==> config.mk <==
export PLATFORM = sky130hd
export DESIGN_NAME = long_inst_scoreboard
export DESIGN_NICKNAME = d
export VERILOG_FILES = /design/src/rtl/long_inst_scoreboard_pkg.sv /design/src/rtl/long_inst_scoreboard_sb_prio_enc.sv /design/src/rtl/long_inst_scoreboard.sv
export SDC_FILE = /design/constraint.sdc
export NUM_CORES = 1
export LEC_CHECK = 0
export CORE_UTILIZATION = 39
export DETAILED_ROUTE_END_ITERATION = 8
export GPL_TIMING_DRIVEN = 0
export SYNTH_ARGS = -nofsm -noshare
export SYNTH_HDL_FRONTEND = slang
export SYNTH_SLANG_ARGS = --single-unit
==> constraint.sdc <==
create_clock -name clk -period 2.5 [get_ports clk]
set_clock_uncertainty 0.05 [all_clocks]
set_input_delay 0.25 -clock clk [delete_from_list [all_inputs] [get_ports clk]]
set_output_delay 0.25 -clock clk [all_outputs]
set_load 0.03 [all_outputs]
==> src/rtl/long_inst_scoreboard_pkg.sv <==
`default_nettype none
// ============================================================================
// Module  : long_inst_scoreboard_pkg
// Brief   : Shared types and constants for the long-latency instruction
//           scoreboard (ID type, entry record, default sizes).
// Revision: 1.0 - initial release
// ============================================================================
package long_inst_scoreboard_pkg;

  localparam int SB_ID_WIDTH       = 2;
  localparam int SB_NUM_ENTRIES    = 2 ** SB_ID_WIDTH;
  localparam int SB_REG_ADDR_WIDTH = 5;

  typedef logic [SB_ID_WIDTH-1:0] inst_id_t;

  // One tracked in-flight instruction: busy flag and pending destination.
  typedef struct packed {
    logic                         valid;
    logic [SB_REG_ADDR_WIDTH-1:0] rd;
  } sb_entry_t;

endpackage : long_inst_scoreboard_pkg
`default_nettype wire

==> src/rtl/long_inst_scoreboard_sb_prio_enc.sv <==
`default_nettype none
// ============================================================================
// Module  : sb_prio_enc
// Brief   : Lowest-free-index priority encoder with an any-free flag.
//           A set bit in busy_i marks an occupied slot.
// Revision: 1.0 - initial release
// ============================================================================
module sb_prio_enc #(
  parameter int N   = 4,
  parameter int IDW = 2
) (
  input  logic [N-1:0]   busy_i,
  output logic [IDW-1:0] idx_o,
  output logic           any_free_o
);

  // Scan from the top down so the lowest free index is the last one written.
  always_comb begin
    idx_o = '0;
    for (int i = N - 1; i >= 0; i--) begin
      if (!busy_i[i]) idx_o = IDW'(i);
    end
  end

  assign any_free_o = ~&busy_i;

endmodule : sb_prio_enc
`default_nettype wire

==> src/rtl/long_inst_scoreboard.sv <==
`default_nettype none
// ============================================================================
// Module  : long_inst_scoreboard
// Brief   : Tracks in-flight long-latency instructions (loads, MUL/DIV)
//           from issue to writeback, hands out IDs and flags RAW/WAW
//           hazards for the instruction in decode.
//           Optional: define LONG_INST_SB_ERR_EN to add err_o/err_id_o,
//           reporting the first commit aimed at a non-valid entry.
// Revision: 1.0 - initial release
// ============================================================================
module long_inst_scoreboard
  import long_inst_scoreboard_pkg::*;
#(
  parameter int NUM_ENTRIES    = SB_NUM_ENTRIES,
  parameter int ID_WIDTH       = SB_ID_WIDTH,
  parameter int REG_ADDR_WIDTH = SB_REG_ADDR_WIDTH
) (
  input  logic                      clk,
  input  logic                      rst,
  // allocation from decode
  input  logic                      alloc_req_i,
  input  logic [REG_ADDR_WIDTH-1:0] alloc_rd_i,
  output logic                      alloc_ready_o,
  output logic [ID_WIDTH-1:0]       alloc_id_o,
  // hazard check for the decode instruction
  input  logic [REG_ADDR_WIDTH-1:0] dec_rs1_i,
  input  logic                      dec_rs1_re_i,
  input  logic [REG_ADDR_WIDTH-1:0] dec_rs2_i,
  input  logic                      dec_rs2_re_i,
  input  logic [REG_ADDR_WIDTH-1:0] dec_rd_i,
  input  logic                      dec_we_i,
  output logic                      raw_hazard_o,
  output logic                      waw_hazard_o,
  output logic                      stall_o,
  // writeback commit port
  input  logic                      commit_valid_i,
  input  logic [ID_WIDTH-1:0]       commit_id_i,
  // control / status
  input  logic                      flush_i,
`ifdef LONG_INST_SB_ERR_EN
  output logic                      err_o,
  output logic [ID_WIDTH-1:0]       err_id_o,
`endif
  output logic [ID_WIDTH:0]         pending_cnt_o
);

  sb_entry_t [NUM_ENTRIES-1:0] entries_q;
  sb_entry_t [NUM_ENTRIES-1:0] entries_d;
  logic      [NUM_ENTRIES-1:0] valid_vec;
  logic                        alloc_fire;
  logic                        raw_hit;
  logic                        waw_hit;
  logic      [ID_WIDTH:0]      cnt;

  // Flatten the registered valid bits for the encoder and counters.
  for (genvar g = 0; g < NUM_ENTRIES; g++) begin : g_valid_vec
    assign valid_vec[g] = entries_q[g].valid;
  end

  // Allocation only looks at registered state, so a slot freed by this
  // cycle's commit becomes grantable one cycle later.
  sb_prio_enc #(
    .N   (NUM_ENTRIES),
    .IDW (ID_WIDTH)
  ) u_prio_enc (
    .busy_i     (valid_vec),
    .idx_o      (alloc_id_o),
    .any_free_o (alloc_ready_o)
  );

  assign alloc_fire = alloc_req_i & alloc_ready_o;

  // Hazard match: an entry being committed this cycle is bypassed by the
  // write-first register file, and x0 never creates a dependency.
  always_comb begin
    raw_hit = 1'b0;
    waw_hit = 1'b0;
    for (int i = 0; i < NUM_ENTRIES; i++) begin
      if (entries_q[i].valid &&
          !(commit_valid_i && (commit_id_i == inst_id_t'(i))) &&
          (entries_q[i].rd != '0)) begin
        if ((dec_rs1_re_i && (dec_rs1_i == entries_q[i].rd)) ||
            (dec_rs2_re_i && (dec_rs2_i == entries_q[i].rd)))
          raw_hit = 1'b1;
        if (dec_we_i && (dec_rd_i == entries_q[i].rd))
          waw_hit = 1'b1;
      end
    end
  end

  assign raw_hazard_o = raw_hit;
  assign waw_hazard_o = waw_hit;
  assign stall_o      = raw_hit | waw_hit | (alloc_req_i & ~alloc_ready_o);

  // Next-state: flush wins; otherwise commit and allocation never collide
  // because allocation only picks an entry that is currently free.
  always_comb begin
    entries_d = entries_q;
    if (flush_i) begin
      for (int i = 0; i < NUM_ENTRIES; i++) entries_d[i].valid = 1'b0;
    end else begin
      if (commit_valid_i) entries_d[commit_id_i].valid = 1'b0;
      if (alloc_fire) begin
        entries_d[alloc_id_o].valid = 1'b1;
        entries_d[alloc_id_o].rd    = alloc_rd_i;
      end
    end
  end

  // Entry state register.
  always_ff @(posedge clk or posedge rst) begin
    if (rst) entries_q <= '0;
    else     entries_q <= entries_d;
  end

  // Popcount of registered valid bits.
  always_comb begin
    cnt = '0;
    for (int i = 0; i < NUM_ENTRIES; i++) cnt = cnt + (ID_WIDTH+1)'(valid_vec[i]);
  end

  assign pending_cnt_o = cnt;

`ifdef LONG_INST_SB_ERR_EN
  logic                err_q;
  logic [ID_WIDTH-1:0] err_id_q;
  logic                bad_commit;

  assign bad_commit = commit_valid_i & ~flush_i & ~valid_vec[commit_id_i];

  // Sticky error flag; the ID of the first offending commit is kept.
  always_ff @(posedge clk or posedge rst) begin
    if (rst) begin
      err_q    <= 1'b0;
      err_id_q <= '0;
    end else if (bad_commit && !err_q) begin
      err_q    <= 1'b1;
      err_id_q <= commit_id_i;
    end
  end

  assign err_o    = err_q;
  assign err_id_o = err_id_q;
`endif

endmodule : long_inst_scoreboard
`default_nettype wire

# == Word level (Yosys, flattened, before mapping) ==
# Cells that the tools add are included.
# totals
register_bits,24
inputBits,30
out_inout_bits,9
wordCells,111
# classes
n_addsub,3
order_cmp,4
n_eq_ne,15
muxes,36
bitwise,4
n_reduce_logical,41
# ops
op,n
24-bit bitwise mux,3
24-bit two-way mux,3
5-bit equality test,12
6-bit demux with 2-bit select,3
1-bit logical AND,26
1-bit two-way mux,20
5-bit nonzero test,4
6-bit two-way mux,2
2-bit two-way mux,4
"2-bit by 3-bit less-than comparator with 1-bit output, second input constant",2
1-bit zero test,5
5-bit two-way mux,1
"2-bit equality test, second input constant",2
"2-bit by 1-bit greater-or-equal comparator with 1-bit output, second input constant",2
1-bit logical OR,4
4-bit AND reduction,1
2-bit by 1-bit adder with 3-bit output,1
3-bit by 1-bit adder with 3-bit output,1
1-bit by 1-bit adder with 2-bit output,1
1-bit AND,2
"2-bit by 1-bit equality test with 1-bit output, second input constant",1
2-bit zero test,1
1-bit OR,2

# == Longest topological paths before layout ==
# depth
word_depth,14
mapped_depth,6
mapped_depth_nobuf,5

# == Modules after synthesis ==
# From an unflattened synthesis, not the netlist that was laid out.
# hier_totals
cells_unflattened,190
area_unflattened_um2,1866.8
# by_module_without_submodules
mod,n_inst,cells_each,area_per_inst_um2,seq_area_each_um2
long_inst_scoreboard,1,185,1838.0,600.6
sb_prio_enc,1,5,28.8,0.0

# == Worst setup path after synthesis ==
# No wires, ideal clock.
# synth_path
path_kind,flip-flop to output port
from,register entries_q[7] (netlist name)
to,output stall_o
arrival_ns,1.969
required_ns,2.200
path_slack_ns,0.231
stages_incl_launch_ff,6
path_buffers,0
cell_sequence,dfrtp_1 or4_1 nor2_2 nor4_1 o41a_1 nand4b_4
# synth_between
elab_cells_between_ends,23
classes_between,eq/ne (3); mux (12); bitwise (2); reduce/logical (6)
# synth_lines
element,line,text
start: declaration,long_inst_scoreboard.sv:47,sb_entry_t [NUM_ENTRIES-1:0] entries_q;
start signal: assignment,long_inst_scoreboard.sv:113,else entries_q <= entries_d;
5-bit equality test,long_inst_scoreboard.sv:85,if (dec_we_i && (dec_rd_i == entries_q[i].rd))
1-bit logical AND,long_inst_scoreboard.sv:85,
1-bit two-way mux,long_inst_scoreboard.sv:85,
1-bit two-way mux *,long_inst_scoreboard.sv:79,if (entries_q[i].valid &&
1-bit two-way mux,long_inst_scoreboard.sv:85,
1-bit two-way mux *,long_inst_scoreboard.sv:79,
1-bit two-way mux,long_inst_scoreboard.sv:85,
1-bit two-way mux *,long_inst_scoreboard.sv:79,
net waw_hazard_o,long_inst_scoreboard.sv:33,"output logic waw_hazard_o,"
1-bit OR * (2 in series),long_inst_scoreboard.sv:93,assign stall_o = raw_hit | waw_hit | (alloc_req_i & ~alloc_ready_o);
end: declaration,long_inst_scoreboard.sv:34,"output logic stall_o,"
# Mark *: on every way through the listed nets, which the timed path passes. The rest lies on a longest branch.

# == Worst setup path in the final report ==
# layout_path
from,register entries_q[19] (netlist name)
to,output stall_o
# layout_between
elab_chain_cells,7
elab_cells_between_ends,15
classes_between,eq/ne (3); mux (4); bitwise (2); reduce/logical (6)
# layout_rtl
element,line,text
5-bit equality test (on tied branches),"long_inst_scoreboard.sv:82, long_inst_scoreboard.sv:83",
1-bit logical AND (on tied branches),"long_inst_scoreboard.sv:82, long_inst_scoreboard.sv:83",
1-bit logical OR,long_inst_scoreboard.sv:82,if ((dec_rs1_re_i && (dec_rs1_i == entries_q[i].rd)) ||
1-bit two-way mux,long_inst_scoreboard.sv:82,
1-bit two-way mux,long_inst_scoreboard.sv:79,
1-bit OR * (2 in series),long_inst_scoreboard.sv:93,
# Mark *: on every way between the ends. The rest lies on a longest branch, timed or not.

==> impl_results.md <==
- Biggest register: entries_q
- Flops & latches, synth: 24
- Crit path max fanout: 4
- Max VDD drop: 0.353 mV
- Violated checks: negative setup slack
- Yosys cell types: 32
- Drt pass-1 iters: 4
- Final worst setup slack: -0.0192 ns
- Leading registers by flop count: entries_q: 24 flops
- CTS tree: built
- Max reg flops: 24
- Post-synthesis simple-gate area fraction: 0.158
- Syn nets: 223
- DRC violations left: 0
- CTS buffer count: 3
- R2r setup slk: 0.25 ns
- Compound-gate portion of the synthesized area: 0.0650
- Status: finished with violations
- Most common cell after layout, fill and taps aside: xor2_1
- Top Layer Used: met4
- Max Cap Viol: 0
- Reg2reg end: entries_q[1]$_DFFE_PP0P_
- FP Rows: 24
- Total Power: 1440 µW
- Initial antenna violation count: 0
- Final WL: 5.23 mm
- Cell Area, Synth: 1890 µm²
- Met3 wire len: 322 µm
- Final Max Slew Viols: 0
- Slew HR: 0.358
- Post-route ant nets: 0
- DR vias/cell: 5.44
- Routability Congestion: 0.842
- Worst hold margin: 0.431 ns
- Initial cell density of the core: 0.419
- TNS Setup: -0.0192 ns
- FMAX: 397 MHz
- Unrepaired setup endpoints after global routing: yes
- Final setup vio count: 1
- Initial detailed-routing violation count: 110
- Clock buffer depth: 2
- Slew @ Worst Pin: 0.962 ns
- Area growth syn-to-layout: 33.6%
- Min-Delay Path Class: primary input to async pin
- Post-synthesis sequential area ratio: 0.318
- # IOs: 39
- H-tree depth: 1
- CTS Sinks: 24
- Post-route minimum period: 2.52 ns
- Dominant cells by area after synthesis: dfrtp_1 32%, xor2_1 17%, xnor2_1 11%
- Combinational family with the most area after synthesis: XOR/XNOR gates
- Die Height: 71.6 µm
- Vias in the first global route: 1473
- Ant. Diodes: 0
- Startpoint Class: register
- Layout Nets: 279
- Share of cells above drive strength 1: 0.262
- Cell taking the most area after synthesis: dfrtp_1
- Worst R2R Path Depth: 6
- PwrDens: 569 nW/µm²
- Synth warn: 0
- Via count: 1609
- Tcrit/Tclk final: 1.01
- DP Wirelength: 3.89 mm
- Critical Path AT: 2.22 ns
- XOR/XNOR Fraction of Synth Area: 0.279
- Worst-path clk slew: 0.09 ns
- Area of the core: 4500 µm²
- Die width: 71.6 µm
- Avg Cell Area, Syn: 9.98 µm²
- M1 WL: 2.52 mm
- Kind of critical path: register to primary output
- First-pass GRT wire length: 8.13 mm
- Synth top area share: 0.318
- Gr ovfl total: 0
- Final core occ: 0.560
- CP startpoint: entries_q[19]$_DFFE_PP0P_
- WL met2: 2.32 mm
- Worst path required time: 2.20 ns
- Clk_lat worst skew: 0.28 ns
- RR Startpoint: entries_q[11]$_DFF_PP0_
- Die area: 5120 µm²
- Cells after synthesis: 189
- PortBufs: 32
- Hold_buf cts: 0
- CP Capture Type: primary output
- Largest net degree at the start of global routing: 25
- Static Leak: 0.00110 µW
- Synth Area in Adders: 0.0305
- Final Hold Fails: 0
- Routed WL per cell: 17.7 µm
- Most frequent cells in the layout: 36 x xor2_1, 24 x xnor2_1, 23 x clkdlybuf4s50_1, 19 x buf_4, 15 x mux2_2
- Mux contribution to synthesized area: 0.119
- Pre-CTS setup slack: -0.523 ns
- CTS Root Cell: clkbuf_8
- Total track usage: 0.217
[synthesized netlist by cell type, drive strengths merged]
master,n
a32oi,4
ha,3
or2,2
or4b,1
and3,1
nand2,9
a21oi,2
xor2,36
fa,1
o22ai,2
nand4b,1
o32a,2
inv,9
nand3,5
clkbuf,6
dfrtp,24
or4,4
xnor2,24
nor2,12
nand2b,2
o41a,1
nor4,12
a211oi,1
mux2,20
o21ai,5
[layout make-up]
cell class / instances / area (µm²)
fillers: 425 / 1980
multi-input cells: 150 / 1270
flip-flops and latches: 24 / 613
repair buffers: 51 / 449
well taps: 52 / 65.1
clock buffers: 3 / 41.3
inverters: 9 / 33.8
clock inverters: 1 / 30.0
plain buffers: 6 / 22.5
[cell families (layout without fill, tap and decap cells)]
group	count (synthesis)	in the layout
fa+ha+maj	4	4
mux	20	20
buf+inv	15	70
flops	24	24
compound gates	17	17
simple gates	49	49
xor+xnor	60	60
[power breakdown]
part | internal, µW | switching [µW] | leakage, µW | total, µW
sequential | 454 | 118 | 0.000297 | 572
combinational | 289 | 224 | 0.000766 | 513
clock | 215 | 136 | 0.0000357 | 350
[critical path, cell delays in order (launching register included)]
cell      delay [ns]
dfrtp_2         0.45
or4_4           0.55
nor2_4          0.12
nor4_4          0.06
o41a_1          0.45
nand4b_4        0.18
buf_6           0.15
[timing repair]
item                       in CTS  in global routing
hold endpoints to repair        0                  0
setup endpoints to repair       6                  4
pin swaps                       1                  2
resized for setup              29                 13
buffers inserted                0                 19
[layer usage]
layer / GRT usage / up-vias
li1: - / 765
met3: 0.0338 / 5
met2: 0.320 / 57
met1: 0.320 / 782
met4: 0.0850 / 0
met5: 0 / -
[stage by stage]
stage          area (µm²)  std cells
2_1_floorplan        1890        189
3_3_place_gp         2270        273
3_5_place_dp         2270        273
4_1_cts              2360        277
5_1_grt              2520        296
6_report             2520        296
[worst max-delay path by stage]
| stage | to | slack (ns) | depth (start not counted) |
|---|---|---|---|
| floorplan | stall_o | 0.23 | 5 |
| global placement | stall_o | -0.51 | 7 |
| detailed placement | stall_o | -0.52 | 7 |
| CTS | stall_o | -0.08 | 6 |
| global route | stall_o | -0.1 | 6 |
| finish | stall_o | -0.02 | 6 |
No activity file was read; power rests on OpenSTA's default activity.
